===== config.mk =====
export PLATFORM = sky130hd
export DESIGN_NAME = dc_job_scheduler
export DESIGN_NICKNAME = d
export VERILOG_FILES = /design/src/rtl/dc_job_scheduler.sv
export SDC_FILE = /design/constraint.sdc
export NUM_CORES = 1
export LEC_CHECK = 0
export ABC_AREA = 1
export BUFFER_PORTS_ARGS = -buffer_cell sky130_fd_sc_hd__buf_2
export CAP_MARGIN = 20
export CORE_UTILIZATION = 25
export CTS_BUF_LIST = sky130_fd_sc_hd__clkbuf_8
export DETAILED_ROUTE_END_ITERATION = 10
export GPL_TIMING_DRIVEN = 0
export HOLD_SLACK_MARGIN = 0.12
export PLACE_DENSITY = 0.44
export SLEW_MARGIN = 20
export SYNTH_ARGS = -nofsm -noshare
export SYNTH_HDL_FRONTEND = slang
export SYNTH_SLANG_ARGS = --single-unit
export TNS_END_PERCENT = 1

===== constraint.sdc =====
create_clock -name i_clk -period 15.4 [get_ports i_clk]
set_clock_uncertainty 0.15 [all_clocks]
set_input_delay 3.08 -clock i_clk [delete_from_list [all_inputs] [get_ports i_clk]]
set_output_delay 3.08 -clock i_clk [all_outputs]
set_load 0.01 [all_outputs]

===== src/rtl/dc_job_scheduler.sv =====
// dc_job_scheduler: queues host accelerator jobs and issues them to dc_router_top one at a time.
// Latency: a job accepted into an empty, idle scheduler raises chipselect two edges after acceptance.
// Backpressure: o_job_ready drops while DEPTH jobs wait in the queue (the active job is not counted).
//
// Ports:
//   i_clk, i_rst_n                      clock (rising edge), asynchronous active-low reset
//   i_job_valid / o_job_ready           job offer handshake
//   i_job_instruction/offset/filesize   job payload
//   i_abort                             flush the queue and terminate a running job
//   i_acc_done                          router completion
//   o_chipselect, o_instruction,
//   o_offset, o_filesize                router command interface
//   o_busy, o_queue_count               activity and queued-job count
//   o_done_pulse, o_bad_instr           one-cycle event pulses
//   o_timeout_err                       sticky watchdog flag
//   o_jobs_completed                    saturating completion counter

// dc_job_fifo: generic first-word-fall-through queue with synchronous flush.
// Latency: pushed data is visible at o_dat one edge after the push when the queue was empty.
// Backpressure: pushes while full and pops while empty are ignored; flush wins over push/pop.
module dc_job_fifo #(
   parameter int W     = 96,
   parameter int DEPTH = 4,
   parameter int PTR_W = 2
) (
   input  logic             i_clk,
   input  logic             i_rst_n,
   input  logic             i_push,
   input  logic             i_pop,
   input  logic             i_flush,
   input  logic [W-1:0]     i_dat,
   output logic [W-1:0]     o_dat,
   output logic [PTR_W:0]   o_count
);
   logic [W-1:0]     r_mem [DEPTH];
   logic [PTR_W-1:0] r_wr_ptr;
   logic [PTR_W-1:0] r_rd_ptr;
   logic [PTR_W:0]   r_count;
   logic             w_push;
   logic             w_pop;

   assign w_push = i_push && !i_flush && (r_count != (PTR_W+1)'(DEPTH));
   assign w_pop  = i_pop  && !i_flush && (r_count != '0);

   // Pointers are PTR_W bits wide, so they wrap modulo DEPTH on their own.
   always_ff @(posedge i_clk or negedge i_rst_n) begin
      if (!i_rst_n) begin
         r_wr_ptr <= '0;
         r_rd_ptr <= '0;
         r_count  <= '0;
      end else if (i_flush) begin
         r_wr_ptr <= '0;
         r_rd_ptr <= '0;
         r_count  <= '0;
      end else begin
         if (w_push) r_wr_ptr <= r_wr_ptr + 1'b1;
         if (w_pop)  r_rd_ptr <= r_rd_ptr + 1'b1;
         unique case ({w_push, w_pop})
            2'b10:   r_count <= r_count + 1'b1;
            2'b01:   r_count <= r_count - 1'b1;
            default: ;
         endcase
      end
   end

   always_ff @(posedge i_clk) begin
      if (w_push) r_mem[r_wr_ptr] <= i_dat;
   end

   assign o_dat   = r_mem[r_rd_ptr];
   assign o_count = r_count;
endmodule

module dc_job_scheduler #(
   parameter int DEPTH       = 4,
   parameter int PTR_W       = 2,
   parameter int HOLD_CYCLES = 8,
   parameter int GAP_CYCLES  = 5,
   parameter int TIMEOUT     = 65535
) (
   input  logic             i_clk,
   input  logic             i_rst_n,
   input  logic             i_job_valid,
   output logic             o_job_ready,
   input  logic [31:0]      i_job_instruction,
   input  logic [31:0]      i_job_offset,
   input  logic [31:0]      i_job_filesize,
   input  logic             i_abort,
   input  logic             i_acc_done,
   output logic             o_chipselect,
   output logic [31:0]      o_instruction,
   output logic [31:0]      o_offset,
   output logic [31:0]      o_filesize,
   output logic             o_busy,
   output logic [PTR_W:0]   o_queue_count,
   output logic             o_done_pulse,
   output logic             o_bad_instr,
   output logic             o_timeout_err,
   output logic [15:0]      o_jobs_completed
);
   typedef struct packed {
      logic [31:0] instr;
      logic [31:0] offset;
      logic [31:0] fsize;
   } job_t;

   typedef enum logic [1:0] {ST_IDLE, ST_RUN, ST_HOLD, ST_GAP} state_t;

   localparam logic [15:0] TMO_LAST  = 16'(TIMEOUT - 1);
   localparam logic [15:0] HOLD_LAST = 16'(HOLD_CYCLES - 1);
   localparam logic [15:0] GAP_LAST  = 16'(GAP_CYCLES - 1);

   state_t         r_state;
   state_t         w_state_nxt;
   logic [15:0]    r_tick;
   job_t           r_job;
   logic           r_cs;
   logic           r_done;
   logic           r_bad;
   logic           r_tmo;
   logic [15:0]    r_jobs;

   job_t           w_in_job;
   job_t           w_head_job;
   logic [PTR_W:0] w_count;
   logic           w_opcode_ok;
   logic           w_accept;
   logic           w_push;
   logic           w_pop;
   logic           w_stop;
   logic           w_finish_ok;
   logic           w_finish_tmo;
   logic           w_clear;
   logic           w_tick_clr;

   assign w_in_job = {i_job_instruction, i_job_offset, i_job_filesize};

   // Accepted opcodes: FFT (001), FIR (011), IIR (111) under the 6'b111111 prefix.
   assign w_opcode_ok = (i_job_instruction[31:26] == 6'b111111) &&
                        ((i_job_instruction[2:0] == 3'b001) ||
                         (i_job_instruction[2:0] == 3'b011) ||
                         (i_job_instruction[2:0] == 3'b111));

   // Ready looks only at the registered count, so a same-cycle issue never opens a slot early.
   assign o_job_ready = (w_count != (PTR_W+1)'(DEPTH));
   // Abort discards any job offered in the same cycle; invalid jobs are consumed but dropped.
   assign w_accept    = i_job_valid && o_job_ready && !i_abort;
   assign w_push      = w_accept && w_opcode_ok;

   dc_job_fifo #(
      .W     ($bits(job_t)),
      .DEPTH (DEPTH),
      .PTR_W (PTR_W)
   ) u_fifo (
      .i_clk   (i_clk),
      .i_rst_n (i_rst_n),
      .i_push  (w_push),
      .i_pop   (w_pop),
      .i_flush (i_abort),
      .i_dat   (w_in_job),
      .o_dat   (w_head_job),
      .o_count (w_count)
   );

   always_ff @(posedge i_clk or negedge i_rst_n) begin
      if (!i_rst_n) r_state <= ST_IDLE;
      else          r_state <= w_state_nxt;
   end

   always_comb begin
      w_state_nxt  = r_state;
      w_pop        = 1'b0;
      w_stop       = 1'b0;
      w_finish_ok  = 1'b0;
      w_finish_tmo = 1'b0;
      w_clear      = 1'b0;
      w_tick_clr   = 1'b0;
      unique case (r_state)
         ST_IDLE: begin
            // The queue is being flushed on abort, so nothing is issued that cycle.
            if ((w_count != '0) && !i_abort) begin
               w_pop       = 1'b1;
               w_tick_clr  = 1'b1;
               w_state_nxt = ST_RUN;
            end
         end
         ST_RUN: begin
            // Priority: abort, then completion, then watchdog expiry.
            if (i_abort) begin
               w_stop = 1'b1;
            end else if (i_acc_done) begin
               w_stop      = 1'b1;
               w_finish_ok = 1'b1;
            end else if (r_tick == TMO_LAST) begin
               w_stop       = 1'b1;
               w_finish_tmo = 1'b1;
            end
            if (w_stop) begin
               w_tick_clr  = 1'b1;
               w_state_nxt = ST_HOLD;
            end
         end
         ST_HOLD: begin
            if (r_tick == HOLD_LAST) begin
               w_clear     = 1'b1;
               w_tick_clr  = 1'b1;
               w_state_nxt = ST_GAP;
            end
         end
         ST_GAP: begin
            if (r_tick == GAP_LAST) begin
               w_tick_clr  = 1'b1;
               w_state_nxt = ST_IDLE;
            end
         end
         default: w_state_nxt = ST_IDLE;
      endcase
   end

   // One counter serves as RUN watchdog and HOLD/GAP phase timer.
   always_ff @(posedge i_clk or negedge i_rst_n) begin
      if (!i_rst_n)                 r_tick <= '0;
      else if (w_tick_clr)          r_tick <= '0;
      else if (r_state != ST_IDLE)  r_tick <= r_tick + 16'd1;
   end

   always_ff @(posedge i_clk or negedge i_rst_n) begin
      if (!i_rst_n) begin
         r_cs   <= 1'b0;
         r_job  <= '0;
         r_done <= 1'b0;
         r_bad  <= 1'b0;
         r_tmo  <= 1'b0;
         r_jobs <= '0;
      end else begin
         r_done <= w_finish_ok;
         r_bad  <= w_accept && !w_opcode_ok;
         if (w_pop) begin
            r_job <= w_head_job;
            r_cs  <= 1'b1;
         end else if (w_stop) begin
            r_cs  <= 1'b0;
         end
         if (w_clear)      r_job <= '0;
         if (w_finish_tmo) r_tmo <= 1'b1;
         if (w_finish_ok && (r_jobs != 16'hFFFF)) r_jobs <= r_jobs + 16'd1;
      end
   end

   assign o_chipselect     = r_cs;
   assign o_instruction    = r_job.instr;
   assign o_offset         = r_job.offset;
   assign o_filesize       = r_job.fsize;
   assign o_busy           = (r_state != ST_IDLE) || (w_count != '0);
   assign o_queue_count    = w_count;
   assign o_done_pulse     = r_done;
   assign o_bad_instr      = r_bad;
   assign o_timeout_err    = r_tmo;
   assign o_jobs_completed = r_jobs;
endmodule


==> results of run 1 <==
sequential cells by signal, summed over array words and instances (netlist names):
| signal | cells |
|---|---|
| u_fifo.r_rd_ptr | 2 |
| o_offset | 32 |
| o_instruction | 32 |
| o_done_pulse | 1 |
| u_fifo.o_count | 3 |
| u_fifo.r_wr_ptr | 2 |
| o_chipselect | 1 |
| u_fifo.r_mem | 384 |
| o_filesize | 32 |
| o_bad_instr | 1 |
| o_jobs_completed | 16 |
| r_state | 2 |
| r_tick | 16 |
| o_timeout_err | 1 |
kinds of logic after synthesis:
family / after synthesis / share of synthesized area, %
compound gates: 326 / 8.42
xor+xnor: 21 / 0.864
fa+ha+maj: 14 / 0.858
buf+inv: 243 / 4.77
flops: 525 / 70.7
simple gates: 783 / 14.4
how the worst min path moves through the flow:
stage            startpoint           end  slack (ns)  cells past startpoint
2_1_floorplan  o_chipselect  o_chipselect        0.36                      2
3_3_place_gp   o_chipselect  o_chipselect        0.31                      2
3_5_place_dp   o_chipselect  o_chipselect        0.32                      2
4_1_cts        o_chipselect  o_chipselect        0.33                      2
5_1_grt        o_chipselect  o_chipselect        0.35                      2
6_report       o_chipselect  o_chipselect        0.32                      2
Yosys cell counts (all sizes together):
cell    number  area (µm²)
a21oi       18        93.8
buf         59         312
clkbuf      39         160
dfrtp      141        3530
edfxtp     384       11500
fa           1        20.0
ha          13         163
inv        145         544
nand2      497        1870
nand3       28         150
nand3b       1        7.51
nand4        6        37.5
nor2       239         907
nor3        10        72.6
o21ai      210        1080
o21bai       1        7.51
o22ai       97         607
or2          2        15.0
xnor2        7        61.3
xor2        14         123
layer usage:
| metal | vias to the layer above | part of all wire [%] |
|---|---|---|
| met4 | 18 | 2.8 |
| li1 | 7172 | - |
| met5 | - | 0.17 |
| met3 | 122 | 5.6 |
| met1 | 7302 | 44 |
| met2 | 328 | 48 |
where the power goes:
| part | switching, µW | internal, µW |
|---|---|---|
| Sequential | 24.6 | 1550 |
| Clock | 600 | 623 |
| Combinational | 138 | 74.4 |
| Total | 762 | 2250 |
through the flow:
step | instances | util (%) | area, µm² | hold slack (ns)
global route | 3473 | 31.1 | 26100 | 0.352
CTS | 3470 | 31.1 | 26100 | 0.332
floorplan | 1912 | - | 21300 | 0.357
finish | 3475 | 31.1 | 26100 | 0.321
global placement | 3267 | 28.4 | 23800 | 0.312
detailed placement | 3288 | 29.0 | 24300 | 0.318
layout by cell type, fill, tap and decap left out, types with 8 or more instances in the layout:
| master | instances |
|---|---|
| clkinv_2 | 13 |
| nand3_1 | 26 |
| clkbuf_1 | 35 |
| buf_12 | 13 |
| nor2_1 | 233 |
| buf_2 | 259 |
| ha_1 | 13 |
| xor2_1 | 14 |
| inv_1 | 176 |
| o21ai_0 | 136 |
| nor3_1 | 8 |
| buf_16 | 8 |
| nand2_1 | 494 |
| o22ai_1 | 97 |
| clkinv_1 | 19 |
| buf_1 | 11 |
| clkbuf_8 | 104 |
| dfrtp_1 | 141 |
| a21oi_1 | 17 |
| o21ai_1 | 67 |
| edfxtp_1 | 384 |
critical path: stages:
cell and delay (ns):
buf_2 0.12, inv_1 0.05, nand2_1 0.14, nand3_1 0.21, nor2_1 0.30, inv_1 0.26
nor2_4 0.62, buf_12 0.27, buf_16 0.19, buf_16 0.18
cell type report:
cell class                      instances  area [µm²]
Multi-Input combinational cell       1144        5250
Clock buffer                          103        1420
Tap cell                             1134        1420
Inverter                              145         544
Timing Repair Buffer                  242        1600
Fill cell                            8598       57800
Clock inverter                         79         368
Antenna cell                            5        12.5
Buffer                                 98         472
Sequential cell                       525       15100
==> reports/results.ini, run 1 <==
[setup_path]
rr_endpoint=u_fifo.o_count[2]
reg2regPathDepth=15
rrSetupSlack_ns=12.21
cp.arrival_ns=5.48
crit_fanout=18
crit_path_start=i_job_instruction[1]
cp-end-kind=register
r2r_start=r_state[0]
worstSetupPathType=in2reg
cp_data_required_time_ns=15.62
crit_end=u_fifo.r_mem[3][34]
startpoint_type=input pin

[clocking]
clock-sinks=525
post_cts_resize_count=0
hold_buffers=0
clock_latency_ns=0.68
clockBufferDepth=3
cts_tree=yes
cts-buffers-inserted=97
cts_setup_buffers=0
clk_pin_slew_ns=0.06
cts-htree-levels=3
clock-root-buffer=clkbuf_8

[floorplanning]
rows=106
io_pins=222
core_area_um2=84000
initial_core_util_pct=25.4
die_h_um=294
die_area_um2=86400
die_x_um=294

[route]
drt_pre_antenna_iters=5
drc_errors=0
wire_per_inst_um=18.7
drt_wl_total_um=65100
via_count=14900
drtIter0Drc=853
viasPerCell=4.30
drt.antenna.violating_nets=0

[global_routing]
met3_usage_pct=3.42
antenna_found_initial=20
grt_util_met1_pct=18.9
grt_pass1_wl_um=96000
overflow=0
grtUsageMet2_pct=24.8
grt-busiest-layer=met2
grt_max_degree=85
grtUsageTotal_pct=15.0
grt_pass1_vias=15200

[logic_synthesis]
netlist_instances=1912
syn_area_per_cell_um2=11.1
ys_seq_area_share_pct=70.7
synthesis.area_um2=21300
synth_nets=2027
ys_types=36
ys_seq_elements=525
yosys_warnings=0

[timing]
rsz0062_at_grt=no
worst_pin_slew_ns=0.790
setup_viol=0
setup_tns_ns=0
fin_ws_ns=10.15
layout_min_cycle_time_ns=5.25
max_clock_freq_mhz=190
hold_viol=0
timing.final.crit_share_pct=34.1
slew_viol_final=0
relSlewSlack_pct=47.3

[layout]
finalNetCount=2368
drive_gt1_share_pct=19.2
syn2layout_area_growth_pct=22.7

[placement]
gp_routability_congestion=0.767
dp_slack_ns=9.44
io_buffers=221
dp_hpwl_um=43600

[power_and_ir_drop]
p_total_uw=3010
p_leak_uw=0.0113
p_per_area_nw_per_um2=115
peakVddDrop_mv=0.0475

[run]
drv_cap=0

[hold_path]
hold_path.class=reg2reg

[outcome]
status=finished clean

(Power assumes the default switching activity.)
==> run 2, diff against run 1 <==
--- a/config.mk
+++ b/config.mk
@@ -13,7 +13,7 @@
 export DETAILED_ROUTE_END_ITERATION = 10
 export GPL_TIMING_DRIVEN = 0
 export HOLD_SLACK_MARGIN = 0.12
-export PLACE_DENSITY = 0.44
+export PLACE_DENSITY = 0.46
 export SLEW_MARGIN = 20
 export SYNTH_ARGS = -nofsm -noshare
 export SYNTH_HDL_FRONTEND = slang
==> constraint.sdc (replaced) <==
create_clock -name i_clk -period 4.59 [get_ports i_clk]
set_clock_uncertainty 0.15 [all_clocks]
set_input_delay 0.918 -clock i_clk [delete_from_list [all_inputs] [get_ports i_clk]]
set_output_delay 0.918 -clock i_clk [all_outputs]
set_load 0.01 [all_outputs]
==> reports/results.ini, run 2 (synthesis gave the netlist of run 1 again) <==
[power_and_ir_drop]
p_per_area_nw_per_um2=388
p_total_uw=10100
peakVddDrop_mv=0.190
p_leak_uw=0.0113

[clocking]
clockBufferDepth=3
hold_buffers=1
cts_setup_buffers=0
clock-root-buffer=clkbuf_8
cts-buffers-inserted=95
cts_tree=yes
cts-htree-levels=3
post_cts_resize_count=0
clock_latency_ns=0.70
clk_pin_slew_ns=0.06
clock-sinks=525

[timing]
layout_min_cycle_time_ns=3.05
relSlewSlack_pct=43.6
worst_pin_slew_ns=0.845
setup_viol=0
max_clock_freq_mhz=328
rsz0062_at_grt=no
slew_viol_final=0
timing.final.crit_share_pct=66.5
setup_tns_ns=0
hold_viol=0

[setup_path]
crit_slowest_cell=nor2_4
startpoint_type=register
cp-end-kind=register
rrSetupSlack_ns=1.54
cp_data_required_time_ns=5.03
r2r_start=r_state[0]
cpMostUsedCell=nand2_1
crit_path_start=r_state[0]
path_cells=inv_1 > ha_1 > clkbuf_2 > inv_2 > nor2_4 > inv_2 > buf_4 > nor2_1 > fa_1 > xnor2_1 > inv_1 > nand2_1 > nand2_1 > nand2_1 > nand2_1
crit_fanout=10
worstSetupPathType=reg2reg
critPathMaxStageDelay_ns=0.58
cp.arrival_ns=3.49

[floorplanning]
die_x_um=294
core_area_um2=84000
io_pins=222
initial_core_util_pct=25.4
die_area_um2=86400
die_h_um=294
rows=106

[layout]
multi_input_area_um2=5250
regMostFlops=u_fifo.r_mem
drive_gt1_share_pct=19.2
syn2layout_area_growth_pct=22.9
fillerInstances=8572
largest_reg_flops=384
final_common_cell=nand2_1
seq_area_um2=15100
finalNetCount=2368
final_cell_mix=494 x nand2_1, 384 x edfxtp_1, 259 x buf_2

[global_routing]
grt_max_degree=77
grtUsageTotal_pct=15.1
overflow=0
grt_pass1_vias=15400
antenna_found_initial=21
grt_pass1_wl_um=97300

[route]
drt_pre_antenna_iters=7
wire_per_inst_um=18.9
drc_errors=0
viasPerCell=4.34
via_count=15100
drt_wl_total_um=65500
drt.antenna.violating_nets=0
drtIter0Drc=860

[outcome]
status=finished clean

[run]
drv_cap=0

[hold_path]
min_from=i_job_offset[3]
hold_path.class=in2reg

[placement]
gp_routability_congestion=0.759
dp_hpwl_um=43600
io_buffers=221

[run 2: stage by stage]
| step | hold slack (ns) | setup slack (ns) | instance area (µm²) | cells | util [%] |
|---|---|---|---|---|---|
| floorplan | 0.357 | -1.60 | 21300 | 1912 | - |
| global placement | 0.343 | -6.58 | 23800 | 3267 | 28.4 |
| detailed placement | 0.345 | 0.841 | 24400 | 3289 | 29.0 |
| CTS | 0.204 | 1.44 | 26200 | 3467 | 31.2 |
| global route | 0.248 | 1.24 | 26200 | 3469 | 31.2 |
| finish | 0.295 | 1.54 | 26200 | 3473 | 31.2 |
[run 2: area by class of cell]
type / instances / area share, %
multi-input combinational: 1144 / 20.1
clock buffer: 99 / 5.21
sequential: 525 / 57.5
antenna: 6 / 0.0574
timing repair buffer: 244 / 6.23
clock inverter: 78 / 1.58
buffer: 98 / 1.80
inverter: 145 / 2.08
tap: 1134 / 5.42
[run 2: path summary, 6_finish.rpt]
| path | to | cells past startpoint |
|---|---|---|
| hold reg to reg | o_chipselect | 2 |
| setup reg to reg | u_fifo.o_count[2] | 15 |
| hold / removal | u_fifo.r_mem[2][35] | 1 |
| min in group asynchronous | o_offset[17] | 2 |
| max in group asynchronous | o_instruction[0] | 3 |
| setup / recovery | u_fifo.o_count[2] | 15 |
[run 2: worst max-delay path, delay by kind of cell (launching register included)]
kind | cells | cell delay [ns]
and+or+nand+nor | 6 | 1.00
xor gates and xnor gates | 1 | 0.14
adders and majority gates | 2 | 0.37
DFF | 1 | 0.41
buffers and inverters | 6 | 0.84
[run 2: metal layers]
layer | global-route usage (%) | up-vias | part of all wire (%)
met1 | 19.4 | 7399 | 44
li1 | - | 7170 | -
met4 | 5.07 | 16 | 2.3
met2 | 25.0 | 369 | 48
met5 | 0 | - | 0.17
met3 | 3.42 | 118 | 6.1
[run 2: power breakdown]
part           total [µW]  leakage [µW]  switching, µW  internal [µW]
Combinational         709       0.00489            458            251
Clock                4150       0.00106           2020           2130
Sequential           5280       0.00539           83.9           5190
Total               10100        0.0113           2560           7580
==> run 3, diff against run 2 <==
==> constraint.sdc (replaced) <==
create_clock -name i_clk -period 2.6 [get_ports i_clk]
set_clock_uncertainty 0.15 [all_clocks]
set_input_delay 0.52 -clock i_clk [delete_from_list [all_inputs] [get_ports i_clk]]
set_output_delay 0.52 -clock i_clk [all_outputs]
set_load 0.01 [all_outputs]
==> reports/results.ini, run 3 (synthesis gave the netlist of run 1 again) <==
[layout]
syn2layout_area_growth_pct=28.5
finalNetCount=2475
fin_util_pct=32.6
final_common_cell=nand2_1
drive_gt1_share_pct=19.0
regMostFlops=u_fifo.r_mem
largest_reg_flops=384
fin_cells=3581
final_cell_mix=492 x nand2_1, 384 x edfxtp_1, 260 x buf_2

[power_and_ir_drop]
p_leak_uw=0.0118
peakVddDrop_mv=0.331
p_total_uw=17900
p_per_area_nw_per_um2=655

[route]
viasPerCell=4.31
wire_per_inst_um=18.2
drt.antenna.violating_nets=0
drtIter0Drc=966
drt_pre_antenna_iters=5
drc_errors=0
drt_wl_total_um=65300
via_count=15400

[setup_path]
critPathMaxStageDelay_ns=0.42
cpMostUsedCell=nand2_1
path_cells=inv_2 > ha_1 > clkbuf_8 > inv_4 > nor2_4 > inv_2 > buf_12 > nor2_1 > fa_1 > xnor2_2 > inv_1 > nand2_1 > nand2_1 > nand2_1 > nand2_1
crit_fanout=10
crit_slowest_cell=dfrtp_1
rr_endpoint=u_fifo.o_count[2]
worstSetupPathType=reg2reg
cp-end-kind=register
cp.arrival_ns=3.00
cp_data_required_time_ns=3.05
startpoint_type=register
critPathTopFamily=buffers and inverters
reg2regPathDepth=15
crit_buf_inv=6
rrSetupSlack_ns=0.05
r2r_start=r_state[0]

[floorplanning]
rows=106
core_area_um2=84000
die_x_um=294
initial_core_util_pct=25.4
io_pins=222
die_h_um=294
die_area_um2=86400

[timing]
timing.final.crit_share_pct=98.1
relSlewSlack_pct=55.4
hold_ws_ns=0.201
layout_min_cycle_time_ns=2.55
fin_ws_ns=0.0504
hold_viol=0
max_clock_freq_mhz=392
rsz0062_at_grt=yes
slew_viol_final=0
worst_pin_slew_ns=0.669
setup_viol=0

[global_routing]
overflow=0
grt_pass1_wl_um=97600
grt_max_degree=85
grt_pass1_vias=15800
antenna_found_initial=11
grtUsageTotal_pct=15.2

[clocking]
clockBufferDepth=3
cts_tree=yes
cts-buffers-inserted=95
clk_pin_slew_ns=0.06
clock-root-buffer=clkbuf_8
cts-htree-levels=3
clock-sinks=525
clock_latency_ns=0.71

[placement]
gp_routability_congestion=0.782
io_buffers=221
dp_hpwl_um=43400
post-place-cells=3290
dp_slack_ns=-0.562

[run]
drv_cap=0

[outcome]
status=finished clean

[hold_path]
hold_path.class=in2async

## run 3: changes by cell type in the layout (fill, tap and decap cells not counted), moves of 4 or more
| cell | before | now |
|---|---|---|
| dlygate4sd3_1 | 1 | 102 |
| clkinv_1 | 16 | 24 |
| clkinv_2 | 15 | 7 |
| buf_16 | 9 | 15 |
| clkbuf_8 | 100 | 106 |
| clkbuf_1 | 35 | 30 |
| clkbuf_2 | 3 | 7 |
## run 3: how the worst max path moves through the flow
stage	start	end	cells past startpoint
6_report	r_state[0]	u_fifo.o_count[2]	15
5_1_grt	r_state[0]	u_fifo.o_count[2]	15
4_1_cts	r_state[0]	u_fifo.o_count[2]	15
3_5_place_dp	r_state[0]	u_fifo.o_count[2]	15
3_3_place_gp	i_job_instruction[29]	u_fifo.r_mem[0][24]	7
2_1_floorplan	i_job_instruction[29]	u_fifo.r_mem[0][0]	6
## run 3: metal layers
layer | track usage, % | up-vias | part of all wire [%]
met3 | 3.33 | 115 | 5.6
met2 | 24.9 | 364 | 48
met4 | 6.06 | 12 | 2.8
li1 | - | 7403 | -
met1 | 19.3 | 7546 | 44
met5 | 0 | - | 0.13
## run 3: layout make-up
type / instances / area (µm²)
Fill cell: 8592 / 56600
Multi-Input combinational cell: 1144 / 5300
Antenna cell: 5 / 12.5
Timing Repair Buffer: 351 / 2760
Tap cell: 1134 / 1420
Sequential cell: 525 / 15100
Inverter: 145 / 549
Buffer: 98 / 500
Clock buffer: 104 / 1430
Clock inverter: 75 / 332
## run 3: what timing repair did
action                                 CTS  global route
hold buffers                           102             0
buffers inserted                         3             2
setup endpoints to repair              136            76
gates resized for setup                 17             9
pin swaps                                1             2
endpoints found under the hold margin  526             0
## run 3: stage by stage
| step | area, µm² | TNS [ns] |
|---|---|---|
| after floorplan | 21300 | -184.32 |
| after global placement | 23900 | -1180.06 |
| after detailed placement | 24400 | -103.02 |
| after CTS | 27300 | -0.000899 |
| after global routing | 27400 | -0.876 |
| final | 27400 | 0 |
## run 3: power breakdown
group | internal, µW | total, µW | switching (µW)
Combinational | 564 | 1420 | 853
Sequential | 9170 | 9320 | 149
Clock | 3760 | 7200 | 3440
